**src/rtl/ones_count_accumulator_pkg.sv**
```systemverilog
// Shared definitions for the ones-count frame accumulator: FSM states and default sizing.
package ones_count_accumulator_pkg;

    typedef enum logic [1:0] {
        S_IDLE  = 2'd0,
        S_ACCUM = 2'd1,
        S_DONE  = 2'd2
    } state_t;

    localparam int unsigned DEF_WINDOWS = 8;
    localparam int unsigned DEF_SUM_W   = 5;
    localparam int unsigned DEF_THRESH  = 12;

endpackage

```
**src/rtl/ones_count_accumulator_frame_counter.sv**
```systemverilog
// Group counter for one frame: counts accepted groups and flags the last one of the frame.
module frame_counter
    import ones_count_accumulator_pkg::*;
#(
    parameter int unsigned WINDOWS = DEF_WINDOWS
) (
    input  logic clk,
    input  logic rstn,
    input  logic en,
    input  logic clr,
    output logic last
);

    localparam int unsigned CNT_W = (WINDOWS > 1) ? $clog2(WINDOWS) : 1;

    logic [CNT_W-1:0] cnt_q;
    logic [CNT_W-1:0] cnt_d;

    assign last = (cnt_q == CNT_W'(WINDOWS - 1));

    always_comb begin
        cnt_d = cnt_q;
        if (clr) begin
            cnt_d = '0;
        end else if (en) begin
            cnt_d = last ? '0 : cnt_q + CNT_W'(1);
        end
    end

    always_ff @(posedge clk or negedge rstn) begin
        if (!rstn) begin
            cnt_q <= '0;
        end else begin
            cnt_q <= cnt_d;
        end
    end

endmodule

```
**src/rtl/ones_count_accumulator.sv**
```systemverilog
// Sums 2-bit ones counts over a frame of WINDOWS accepted groups; reports total, done pulse
// and a threshold flag.
module ones_count_accumulator
    import ones_count_accumulator_pkg::*;
#(
    parameter int unsigned WINDOWS = DEF_WINDOWS,
    parameter int unsigned SUM_W   = DEF_SUM_W,
    parameter int unsigned THRESH  = DEF_THRESH
) (
    input  logic             clk,
    input  logic             rstn,
    input  logic             start,
    input  logic             clear,
    input  logic             in_valid,
    input  logic             y0,
    input  logic             y1,
    output logic             in_ready,
    output logic             busy,
    output logic             done,
    output logic [SUM_W-1:0] sum,
    output logic             above
);

    if (WINDOWS < 1 || WINDOWS > 255) begin : g_bad_windows
        $error("WINDOWS must be in 1..255");
    end
    if ((64'd1 << SUM_W) <= 64'(3 * WINDOWS)) begin : g_bad_sum_w
        $error("SUM_W too narrow for 3*WINDOWS");
    end

    state_t           state_q, state_d;
    logic [SUM_W-1:0] acc_q, acc_d;
    logic [SUM_W-1:0] sum_q, sum_d;
    logic             above_q, above_d;
    logic [SUM_W-1:0] grp;
    logic             accept;
    logic             last;
    logic             cnt_clr;

    assign grp      = SUM_W'({y1, y0});
    assign busy     = (state_q == S_ACCUM);
    assign in_ready = busy & ~clear;
    assign accept   = in_valid & in_ready;
    assign done     = (state_q == S_DONE);
    assign sum      = sum_q;
    assign above    = above_q;

    frame_counter #(
        .WINDOWS(WINDOWS)
    ) u_frame_counter (
        .clk  (clk),
        .rstn (rstn),
        .en   (accept),
        .clr  (cnt_clr),
        .last (last)
    );

    always_comb begin
        state_d = state_q;
        acc_d   = acc_q;
        sum_d   = sum_q;
        above_d = above_q;
        cnt_clr = 1'b0;
        if (clear) begin
            state_d = S_IDLE;
            acc_d   = '0;
            sum_d   = '0;
            above_d = 1'b0;
            cnt_clr = 1'b1;
        end else begin
            case (state_q)
                S_IDLE, S_DONE: begin
                    // A start in the DONE cycle opens the next frame directly
                    if (start) begin
                        state_d = S_ACCUM;
                        acc_d   = '0;
                        sum_d   = '0;
                        above_d = 1'b0;
                        cnt_clr = 1'b1;
                    end else begin
                        state_d = S_IDLE;
                    end
                end
                S_ACCUM: begin
                    if (accept) begin
                        acc_d = acc_q + grp;
                        if (last) begin
                            state_d = S_DONE;
                            sum_d   = acc_d;
                            above_d = (32'(acc_d) >= THRESH);
                        end
                    end
                end
                default: state_d = S_IDLE;
            endcase
        end
    end

    always_ff @(posedge clk or negedge rstn) begin
        if (!rstn) begin
            state_q <= S_IDLE;
            acc_q   <= '0;
            sum_q   <= '0;
            above_q <= 1'b0;
        end else begin
            state_q <= state_d;
            acc_q   <= acc_d;
            sum_q   <= sum_d;
            above_q <= above_d;
        end
    end

endmodule

```
**config.mk**
```make
export PLATFORM = sky130hd
export DESIGN_NAME = ones_count_accumulator
export DESIGN_NICKNAME = d
export VERILOG_FILES = /design/src/rtl/ones_count_accumulator_pkg.sv /design/src/rtl/ones_count_accumulator_frame_counter.sv /design/src/rtl/ones_count_accumulator.sv
export SDC_FILE = /design/constraint.sdc
export NUM_CORES = 1
export LEC_CHECK = 0
export CAP_MARGIN = 25
export CORE_AREA = 2 2 47 49
export DETAILED_ROUTE_END_ITERATION = 7
export DIE_AREA = 0 0 49 51
export MAX_ROUTING_LAYER = met4
export PLACE_DENSITY_LB_ADDON = 0.3
export SETUP_SLACK_MARGIN = 0.05
export SYNTH_ARGS = -nofsm -noshare
export SYNTH_HDL_FRONTEND = slang
export SYNTH_SLANG_ARGS = --single-unit
```
**constraint.sdc**
```tcl
create_clock -name clk -period 1.8 [get_ports clk]
set_input_delay 0.36 -clock clk [delete_from_list [all_inputs] [get_ports clk]]
set_output_delay 0.36 -clock clk [all_outputs]
set_load 0.02 [all_outputs]
```
==> reports/metrics.cfg <==
[synth]
synth_edf_count = 0
synth_nets = 90
yosysSeqAreaShare_pct = 47.9
synth_cells = 78
synth-warning-count = 0
avgSynthCellArea_um2 = 10.7
synth_flop_cell = dfrtp_1
ys_seq_elements = 16
syn_area_um2 = 836
yosys.cell_types.count = 31
ys_async_sr_fraction_pct = 100

[floorplanning]
dieHeight_um = 51
die-area_um2 = 2500
die_width_um = 49
start_util_pct = 40.5
placementRows = 17
core_um2 = 2060
boundaryPins = 16

[drt]
wire_per_inst_um = 12.9
via_count = 690
drt_iter0_markers = 9
vias_per_cell = 5.04
drc_errors = 0
wirelength_mm = 1.77
ant_nets = 0
drtPass1Iterations = 3

[run_status]
status = finished clean

[flow_run]
cap_violations = 0

[placed_design]
hpwl_mm = 1.34
dp_slack_ns = -0.470
gp_congestion = 0.792
placed_cell_area_um2 = 1110
placed_cells = 133
io_buffer_count = 15

[clock_tree]
cts-buffers-inserted = 3
clock_latency_ns = 0.30
path_clk_slew_ns = 0.09
tritoncts = yes
htreeDepth = 1
cts_sinks = 16
clockRootBuffer = clkbuf_4
hold_buffers = 0
clock_path_buffers = 2

[pwr]
p_leak_nw = 0.539
power_density_nw_per_um2 = 592
vdd_drop_max_v = 0.000415
power_mw = 0.687

[worst_setup_path]
arrival_ns = 1.99
end_kind = register
startpoint_type = register
cp.required_ns = 2.04
path_class = register to register
path_max_fanout = 2

[finish]
final_common_cell = dfrtp_1
n_antenna_cell = 0
fin_area_um2 = 1160
post-route-util_pct = 56.2
drive_above_1_share_pct = 29.4
fillers = 189
syn_to_final_growth_pct = 38.8
final_cell_mix = dfrtp_1, buf_4, nand2_1
nets = 123
instances_no_fill = 137

[timing]
timing.final.crit_period_ns = 1.74
worst_hold_slack_ns = 0.368
setup_violations = 0
slew_headroom_pct = 70.8
finalWorstSetupSlack_ns = 0.0566
final_hold_viol_count = 0
drv_slew = 0
fmax_ghz = 0.574
final.setup_skew_ns = 0.000710
tightest_slew_ns = 0.439
rsz0062_at_grt = yes
fin_setup_tns_ns = 0
period_share_pct = 96.9

[grt]
grt_max_degree = 17
grt_pass1_wl_mm = 3.06
antenna_found_initial = 0
first_global_vias = 697
grt_overflow = 0
grt_usage_pct = 17.0

[worst_hold_path]
hold_path_class = input port to asynchronous set/reset pin

## timing repair
item,CTS,global route
pin swaps,6,1
setup endpoints to repair,7,4
resized for setup,12,3
setup buffers,1,0
gates cloned,0,0
hold endpoints to repair,0,0
## registers in the layout (all words and copies together) (netlist names)
register               count
sum                        5
acc_q                      5
state_q                    2
u_frame_counter.cnt_q      3
above                      1
## final timing paths
path,slack [ns],cells after the start,startpoint,endpoint
worst min-delay path,0.37,2,rstn,sum[1]
worst max register to register,0.06,7,acc_q[0],above
min in group clk,0.50,1,sum[1],sum[1]
max in group asynchronous,1.25,2,rstn,u_frame_counter.cnt_q[0]
worst min register to register,0.50,1,sum[1],sum[1]
worst max-delay path,0.06,7,acc_q[0],above
## power by group
group / internal, mW / leakage [nW] / total [mW] / switching, mW
Combinational: 0.0546 / 0.303 / 0.119 / 0.0649
Sequential: 0.365 / 0.222 / 0.370 / 0.00510
Clock: 0.0781 / 0.0138 / 0.197 / 0.119
## critical path: stages (launching register included)
cell      delay, ns
dfrtp_1        0.36
ha_2           0.19
inv_2          0.04
fa_2           0.35
nand3b_1       0.20
xor2_2         0.18
nor4_2         0.22
a211o_1        0.14
## synth_stat cells, types with 2 or more instances
cell	n	area, um2
dfrtp_1	16	400
ha_1	4	50.1
o2bb2ai_1	3	26.3
o31ai_1	3	22.5
o21ai_1	2	10.0
xor2_1	2	17.5
nand2_1	11	41.3
nor2b_1	3	18.8
a21oi_1	5	25.0
nand3_1	3	15.0
a21o_1	2	15.0
inv_1	5	18.8
## cell type report
class | count | area (um2) | area share [%]
multi-input cells | 55 | 433 | 37.3
flip-flops and latches | 16 | 400 | 34.5
repair buffers | 28 | 238 | 20.5
well taps | 28 | 35.0 | 3.02
inverters | 7 | 31.3 | 2.70
clock buffers | 3 | 22.5 | 1.94
## cells by family (layout without fill, tap and decap cells)
group / Yosys count / count (layout) / synth area share [%]
AO/OA/AOI/OAI: 20 / 20 / 19.3
XOR/XNOR: 2 / 2 / 2.10
adder cells (fa/ha/maj): 5 / 5 / 8.38
buffers and inverters: 7 / 38 / 3.74
flip-flops: 16 / 16 / 47.9
AND/OR/NAND/NOR: 28 / 28 / 18.6
## per-layer routing
| metal | global-route usage, % | vias up | part of all wire [%] |
|---|---|---|---|
| met3 | 3.80 | 5 | 3.1 |
| met4 | 10.0 | 0 | 2.5 |
| met5 | - | - | 0 |
| met2 | 26.5 | 10 | 48 |
| met1 | 20.4 | 338 | 47 |
| li1 | - | 337 | - |
Power figures use the tool's default switching activity.
